--- config.mk ---
export PLATFORM = sky130hd
export DESIGN_NAME = logic_gate_sequencer_flat
export DESIGN_NICKNAME = d
export VERILOG_FILES = /design/src/rtl/logic_gate_sequencer_pkg.sv /design/src/rtl/logic_gate_sequencer_if.sv /design/src/rtl/logic_gate_sequencer_checker.sv /design/src/rtl/logic_gate_sequencer.sv /design/src/flat_wrapper.sv
export SDC_FILE = /design/constraint.sdc
export NUM_CORES = 1
export LEC_CHECK = 0
export BUFFER_PORTS_ARGS = -buffer_cell sky130_fd_sc_hd__clkbuf_2
export CORE_ASPECT_RATIO = 1.4
export CORE_MARGIN = 4
export CORE_UTILIZATION = 54
export DETAILED_ROUTE_END_ITERATION = 6
export GPL_ROUTABILITY_DRIVEN = 0
export GPL_TIMING_DRIVEN = 0
export HOLD_SLACK_MARGIN = 0.08
export PLACE_DENSITY = 0.77
export SLEW_MARGIN = 20
export SYNTH_ARGS = -nofsm -noshare
export SYNTH_HDL_FRONTEND = slang
export SYNTH_HIERARCHICAL = 1
export SYNTH_SLANG_ARGS = --single-unit
--- constraint.sdc ---
create_clock -name clk -period 2.1 [get_ports clk]
set_clock_uncertainty 0.05 [all_clocks]
set_input_delay 0.315 -clock clk [delete_from_list [all_inputs] [get_ports clk]]
set_output_delay 0.315 -clock clk [all_outputs]
set_load 0.01 [all_outputs]
--- src/rtl/logic_gate_sequencer_pkg.sv ---
// Shared types and golden values for the logic_gates self-test sequencer.
// Bit g of every gate word is the gate selected by the G_* constant with value g.
package logic_gate_pkg;

  typedef enum logic [1:0] {
    IDLE,
    SETTLE,
    SAMPLE
  } state_t;

  localparam int G_AND  = 0;
  localparam int G_OR   = 1;
  localparam int G_NAND = 2;
  localparam int G_NOR  = 3;
  localparam int G_NOT  = 4;
  localparam int G_XOR  = 5;
  localparam int G_XNOR = 6;

  localparam logic [6:0] EXP_00 = 7'h5C;
  localparam logic [6:0] EXP_01 = 7'h36;
  localparam logic [6:0] EXP_10 = 7'h26;
  localparam logic [6:0] EXP_11 = 7'h43;

  // idx is the stimulus vector {a,b}
  function automatic logic [6:0] exp_vec(input logic [1:0] idx);
    logic [6:0] word;
    word = EXP_00;
    case (idx)
      2'd1:    word = EXP_01;
      2'd2:    word = EXP_10;
      2'd3:    word = EXP_11;
      default: word = EXP_00;
    endcase
    return word;
  endfunction

endpackage

--- src/rtl/logic_gate_sequencer_if.sv ---
// Control, stimulus and result signals between the self-test sequencer and its user.
interface logic_gate_sequencer_if;

  logic       start;
  logic       abort;
  logic [6:0] gate_in;
  logic       a_out;
  logic       b_out;
  logic       busy;
  logic       done;
  logic       pass;
  logic [3:0] err_vec;
  logic [6:0] err_gates;

  modport master (
    output start, abort, gate_in,
    input  a_out, b_out, busy, done, pass, err_vec, err_gates
  );

  modport slave (
    input  start, abort, gate_in,
    output a_out, b_out, busy, done, pass, err_vec, err_gates
  );

endinterface

--- src/rtl/logic_gate_sequencer_checker.sv ---
// Combinational compare of sampled gate outputs against the golden word for vector idx.
module logic_gate_checker
  import logic_gate_pkg::*;
#(
  parameter logic [6:0] GATE_MASK = 7'h7F
) (
  input  logic [6:0] gate_in,
  input  logic [1:0] idx,
  output logic [6:0] mism
);

  assign mism = (gate_in ^ exp_vec(idx)) & GATE_MASK;

endmodule

--- src/rtl/logic_gate_sequencer.sv ---
// BIST sequencer: sweeps {a,b} through 00..11, samples the gate block after a settle
// delay and keeps sticky per-vector / per-gate mismatch flags plus a pass verdict.
module logic_gate_sequencer
  import logic_gate_pkg::*;
#(
  parameter int         SETTLE_CYCLES = 2,
  parameter logic [6:0] GATE_MASK     = 7'h7F
) (
  input  logic                   clk,
  input  logic                   rst_n,
  logic_gate_sequencer_if.slave  bus
);

  localparam logic [7:0] SETTLE_LAST = 8'(SETTLE_CYCLES);

  state_t     state;
  state_t     state_nxt;
  logic [1:0] idx;
  logic [7:0] settle_cnt;
  logic [6:0] mism;
  logic       done_q;
  logic       pass_q;
  logic [3:0] err_vec_q;
  logic [6:0] err_gates_q;
  logic       busy_w;
  logic       accept;
  logic       settled;

  // abort has priority over start, so a simultaneous pair never launches a sweep
  assign accept  = (state == IDLE) && bus.start && !bus.abort;
  assign settled = (settle_cnt == SETTLE_LAST);

  logic_gate_checker #(.GATE_MASK(GATE_MASK)) u_checker (
    .gate_in (bus.gate_in),
    .idx     (idx),
    .mism    (mism)
  );

  always_ff @(posedge clk or negedge rst_n) begin
    if (!rst_n) state <= IDLE;
    else        state <= state_nxt;
  end

  always_comb begin
    state_nxt = state;
    case (state)
      IDLE:    if (accept) state_nxt = SETTLE;
      SETTLE:  if (bus.abort) state_nxt = IDLE;
               else if (settled) state_nxt = SAMPLE;
      SAMPLE:  if (bus.abort || idx == 2'd3) state_nxt = IDLE;
               else state_nxt = SETTLE;
      default: state_nxt = IDLE;
    endcase
  end

  // An aborted sample is discarded: flags keep only fully sampled vectors
  always_ff @(posedge clk or negedge rst_n) begin
    if (!rst_n) begin
      idx         <= 2'd0;
      settle_cnt  <= 8'd0;
      done_q      <= 1'b0;
      pass_q      <= 1'b0;
      err_vec_q   <= 4'd0;
      err_gates_q <= 7'd0;
    end else begin
      done_q <= 1'b0;
      case (state)
        IDLE: begin
          if (accept) begin
            idx         <= 2'd0;
            settle_cnt  <= 8'd0;
            pass_q      <= 1'b0;
            err_vec_q   <= 4'd0;
            err_gates_q <= 7'd0;
          end
        end
        SETTLE: begin
          if (bus.abort) begin
            idx    <= 2'd0;
            pass_q <= 1'b0;
          end else if (!settled) begin
            settle_cnt <= settle_cnt + 8'd1;
          end
        end
        SAMPLE: begin
          if (bus.abort) begin
            idx    <= 2'd0;
            pass_q <= 1'b0;
          end else begin
            err_gates_q <= err_gates_q | mism;
            if (mism != 7'd0) err_vec_q[idx] <= 1'b1;
            settle_cnt <= 8'd0;
            if (idx == 2'd3) begin
              idx    <= 2'd0;
              done_q <= 1'b1;
              pass_q <= ((err_gates_q | mism) == 7'd0);
            end else begin
              idx <= idx + 2'd1;
            end
          end
        end
        default: idx <= 2'd0;
      endcase
    end
  end

  // Stimulus follows idx only while a sweep is running, so it drops to 00 with busy
  always_comb begin
    busy_w    = (state != IDLE);
    bus.busy  = busy_w;
    bus.a_out = busy_w & idx[1];
    bus.b_out = busy_w & idx[0];
  end

  assign bus.done      = done_q;
  assign bus.pass      = pass_q;
  assign bus.err_vec   = err_vec_q;
  assign bus.err_gates = err_gates_q;

endmodule
--- src/flat_wrapper.sv ---
// flat-port wrapper written by rule: the top's interface ports become plain ports
module logic_gate_sequencer_flat import logic_gate_pkg::*;
#(
  parameter int         SETTLE_CYCLES = 2,
  parameter logic [6:0] GATE_MASK     = 7'h7F
)
  (clk, rst_n, bus_start, bus_abort, bus_gate_in, bus_a_out, bus_b_out, bus_busy, bus_done, bus_pass, bus_err_vec, bus_err_gates);
  logic_gate_sequencer_if bus_i ();
  input  logic clk;
  input  logic rst_n;
  input wire logic [$bits(bus_i.start)-1:0] bus_start;
  input wire logic [$bits(bus_i.abort)-1:0] bus_abort;
  input wire logic [$bits(bus_i.gate_in)-1:0] bus_gate_in;
  output wire logic [$bits(bus_i.a_out)-1:0] bus_a_out;
  output wire logic [$bits(bus_i.b_out)-1:0] bus_b_out;
  output wire logic [$bits(bus_i.busy)-1:0] bus_busy;
  output wire logic [$bits(bus_i.done)-1:0] bus_done;
  output wire logic [$bits(bus_i.pass)-1:0] bus_pass;
  output wire logic [$bits(bus_i.err_vec)-1:0] bus_err_vec;
  output wire logic [$bits(bus_i.err_gates)-1:0] bus_err_gates;
  assign bus_i.start = bus_start;
  assign bus_i.abort = bus_abort;
  assign bus_i.gate_in = bus_gate_in;
  assign bus_a_out = bus_i.a_out;
  assign bus_b_out = bus_i.b_out;
  assign bus_busy = bus_i.busy;
  assign bus_done = bus_i.done;
  assign bus_pass = bus_i.pass;
  assign bus_err_vec = bus_i.err_vec;
  assign bus_err_gates = bus_i.err_gates;
  logic_gate_sequencer #(.SETTLE_CYCLES(SETTLE_CYCLES), .GATE_MASK(GATE_MASK)) u_core (.clk(clk), .rst_n(rst_n), .bus(bus_i));
endmodule
==> impl_metrics.toml <==
[worst_hold_path]
worstHoldStart = "bus_start"
hold_path_depth = 4
hp-class = "input port to register"
holdPathEnd = "u_core/idx[0]"

[clock_tree]
cts_buffers = 3
cts_max_path_buffers = 2
htreeDepth = 1
cts_root_buf = "clkbuf_4"
cts_tree = "built"
clkSinkCount = 25
clk_pin_slew_worst_paths_ns = 0.14
clk_latency_ns = 0.31

[timing]
slew_viol_final = 0
fin_ws_ns = 0.186
period_minus_slack_ns = 1.91
worstMarginPinSlew_ns = 0.701
hold_viol_final = 0
slew_headroom_pct = 52.8
fmax_ghz = 0.522
fin_crit_sh_pct = 91.1
setup_violations = 0

[critical_path]
slowest_stage = "dfrtp_2"
setup.worst_path.start_class = "register"
cp_data_required_time_ns = 2.26
path_class = "register to register"
cp-startpoint = "u_core/idx[0]"
critPathCaptureType = "register"
reg2reg_depth = 6
reg2reg_to = "u_core/bus.err_vec[1]"
slowest_delay_ns = 0.48
regToRegStartpoint = "u_core/idx[0]"
reg2reg_slack_ns = 0.19
path_cells = "inv_1 -> ha_1 -> xor2_1 -> nor4_2 -> a21oi_1 -> a22o_1"
path_max_fanout = 8
crit_arrival_ns = 2.07

[floorplan]
die_w_microns = 51.6
core_sq_um = 2470
dieHeight_microns = 69.1
dieArea_sq_um = 3560
std_cell_rows = 21
start_util_pct = 58.2
num_io_pins = 27

[synth]
synth_edf_count = 0
synth_seq_cells = 25
yosysMostFrequentCell = "dfrtp_1"
synth.area.top_cells = "dfrtp_1 (44%), ha_1 (8.7%), a21oi_1 (5.2%)"
syn_area_sq_um = 1440
yosysTopAreaCellShare_pct = 43.5
ys_top_cells_by_count = "dfrtp_1 (25), a21oi_1 (15), nor2_1 (13), ha_1 (10), nand2_1 (10)"
synth_ff_type = "dfrtp_1"
syn_area_per_cell_sq_um = 9.98
yosysWarnings = 6
synthArstFlopShare_pct = 100
syn_inst = 144
synthDistinctLibCells = 42
syn_nets = 165
yosysTopAreaCell = "dfrtp_1"
ys_seq_area_share_pct = 43.5

[cells_and_area]
drive_above_1_share_pct = 30.0
diodes = 0
fin_cells = 214
area_delta_synth_final_pct = 17.8
nFillCells = 206
final_net_count = 202

[power_and_ir_drop]
power_density_nw_per_um2 = 820
leakage_nw = 0.820
peakVddDrop_v = 0.000580

[global_route]
grt.overflow.total = 0
grt_pass1_vias = 1225
grt_pass1_wl_microns = 5210
antenna_found_initial = 0
track_usage_pct = 18.2
grt_max_degree = 26

[detailed_routing]
wl_per_cell_microns = 13.8
dr.pass1.iters = 4
vias = 1213
routed_wl_microns = 2960
drt_iter0_drc = 32
drc = 0
via_per_inst = 5.67
ant_nets = 0

[place]
hpwlAfterDp_microns = 2280
io_buffers = 26
dpl.cell_count = 204
place_ws_ns = -0.00948

[job]
maxCapViolations = 0

[status]
status = "completed"
[registers in the layout (all words and copies together), names as in the netlist]
signal and cells:
u_core/bus.err_vec 4, u_core/bus.pass 1, u_core/bus.done 1, u_core/settle_cnt 8, u_core/state 2, u_core/bus.err_gates 7
u_core/idx 2
[final cells by class]
| cell class | instances | area (sq um) | area share (%) |
|---|---|---|---|
| inverters | 7 | 26.3 | 1.55 |
| clock inverters | 1 | 5.00 | 0.295 |
| flip-flops and latches | 25 | 628 | 37.1 |
| repair buffers | 32 | 178 | 10.5 |
| multi-input cells | 109 | 777 | 45.9 |
| plain buffers | 3 | 15.0 | 0.886 |
| well taps | 34 | 42.5 | 2.51 |
| clock buffers | 3 | 22.5 | 1.33 |
[worst max path at each step]
stage | slack, ns | cells past startpoint | to
after floorplan | 0.23 | 6 | u_core/bus.err_vec[0]
after global placement | 0.002 | 6 | u_core/bus.err_vec[3]
after detailed placement | -0.009 | 6 | u_core/bus.err_vec[0]
after CTS | 0.06 | 6 | u_core/bus.err_vec[1]
after global routing | -0.01 | 6 | u_core/bus.err_vec[1]
final | 0.19 | 6 | u_core/bus.err_vec[1]
[layer usage]
metal,share of wire (%),wire length (microns),up-vias,track usage [%]
met4,0.95,28,0,5.83
met5,0,0,-,0
met1,41,1210,596,21.7
li1,-,-,587,-
met2,55,1620,26,32.4
met3,3.3,97,4,2.80
[cell families after synthesis]
| kind of cell | Yosys count | synth area share (%) |
|---|---|---|
| mux | 2 | 1.48 |
| xor+xnor | 8 | 4.87 |
| flops | 25 | 43.5 |
| fa+ha+maj | 10 | 8.70 |
| compound gates | 39 | 18.0 |
| simple gates | 50 | 20.5 |
| buf+inv | 10 | 2.87 |
[worst max-delay path: cells and delay by family, from the launching register on]
family          cells  cell delay, ns
compound gates      2            0.38
xor+xnor            1            0.21
fa+ha+maj           1            0.33
buf+inv             1            0.06
flops               1            0.48
simple gates        1            0.29
[timing repair]
| item | CTS | global route |
|---|---|---|
| hold endpoints to repair | 25 | 0 |
| hold buffers | 1 | 0 |
| buffers inserted | 0 | 5 |
| endpoints found under the setup margin | 5 | 5 |
| resized for setup | 2 | 1 |
[per-stage QoR]
step | instance area (sq um) | setup TNS, ns | utilization (%) | total power [mW] | hold WS, ns
CTS | 1650 | 0 | 66.8 | 1.39 | 0.278
global placement | 1610 | 0 | 65.2 | 1.16 | 0.296
floorplan | 1440 | 0 | - | 1.01 | -0.0306
detailed placement | 1610 | -0.0147 | 65.2 | 1.18 | 0.308
global route | 1690 | -0.0145 | 68.6 | 1.50 | 0.316
finish | 1690 | 0 | 68.6 | 1.39 | 0.288
[placed cells by master, fill, tap and decap left out, types with 2 or more instances in the layout]
master    instances
a31oi_1           3
o21ai_0           7
buf_2             3
clkbuf_4          3
xor2_1            4
xnor2_1           4
buf_4             5
nand3_1           4
nor3_1            5
nand2_1          10
clkbuf_2         26
and2_1            2
dfrtp_2           2
a21oi_1          15
dfrtp_1          23
a22o_1            4
nor2_1           13
inv_1             7
ha_1             10
[power by group]
part	internal, mW	total, mW	switching, mW
Clock	0.0711	0.209	0.137
Combinational	0.209	0.518	0.309
Sequential	0.574	0.662	0.0877
Note: power is estimated with default switching activity, not from simulation.
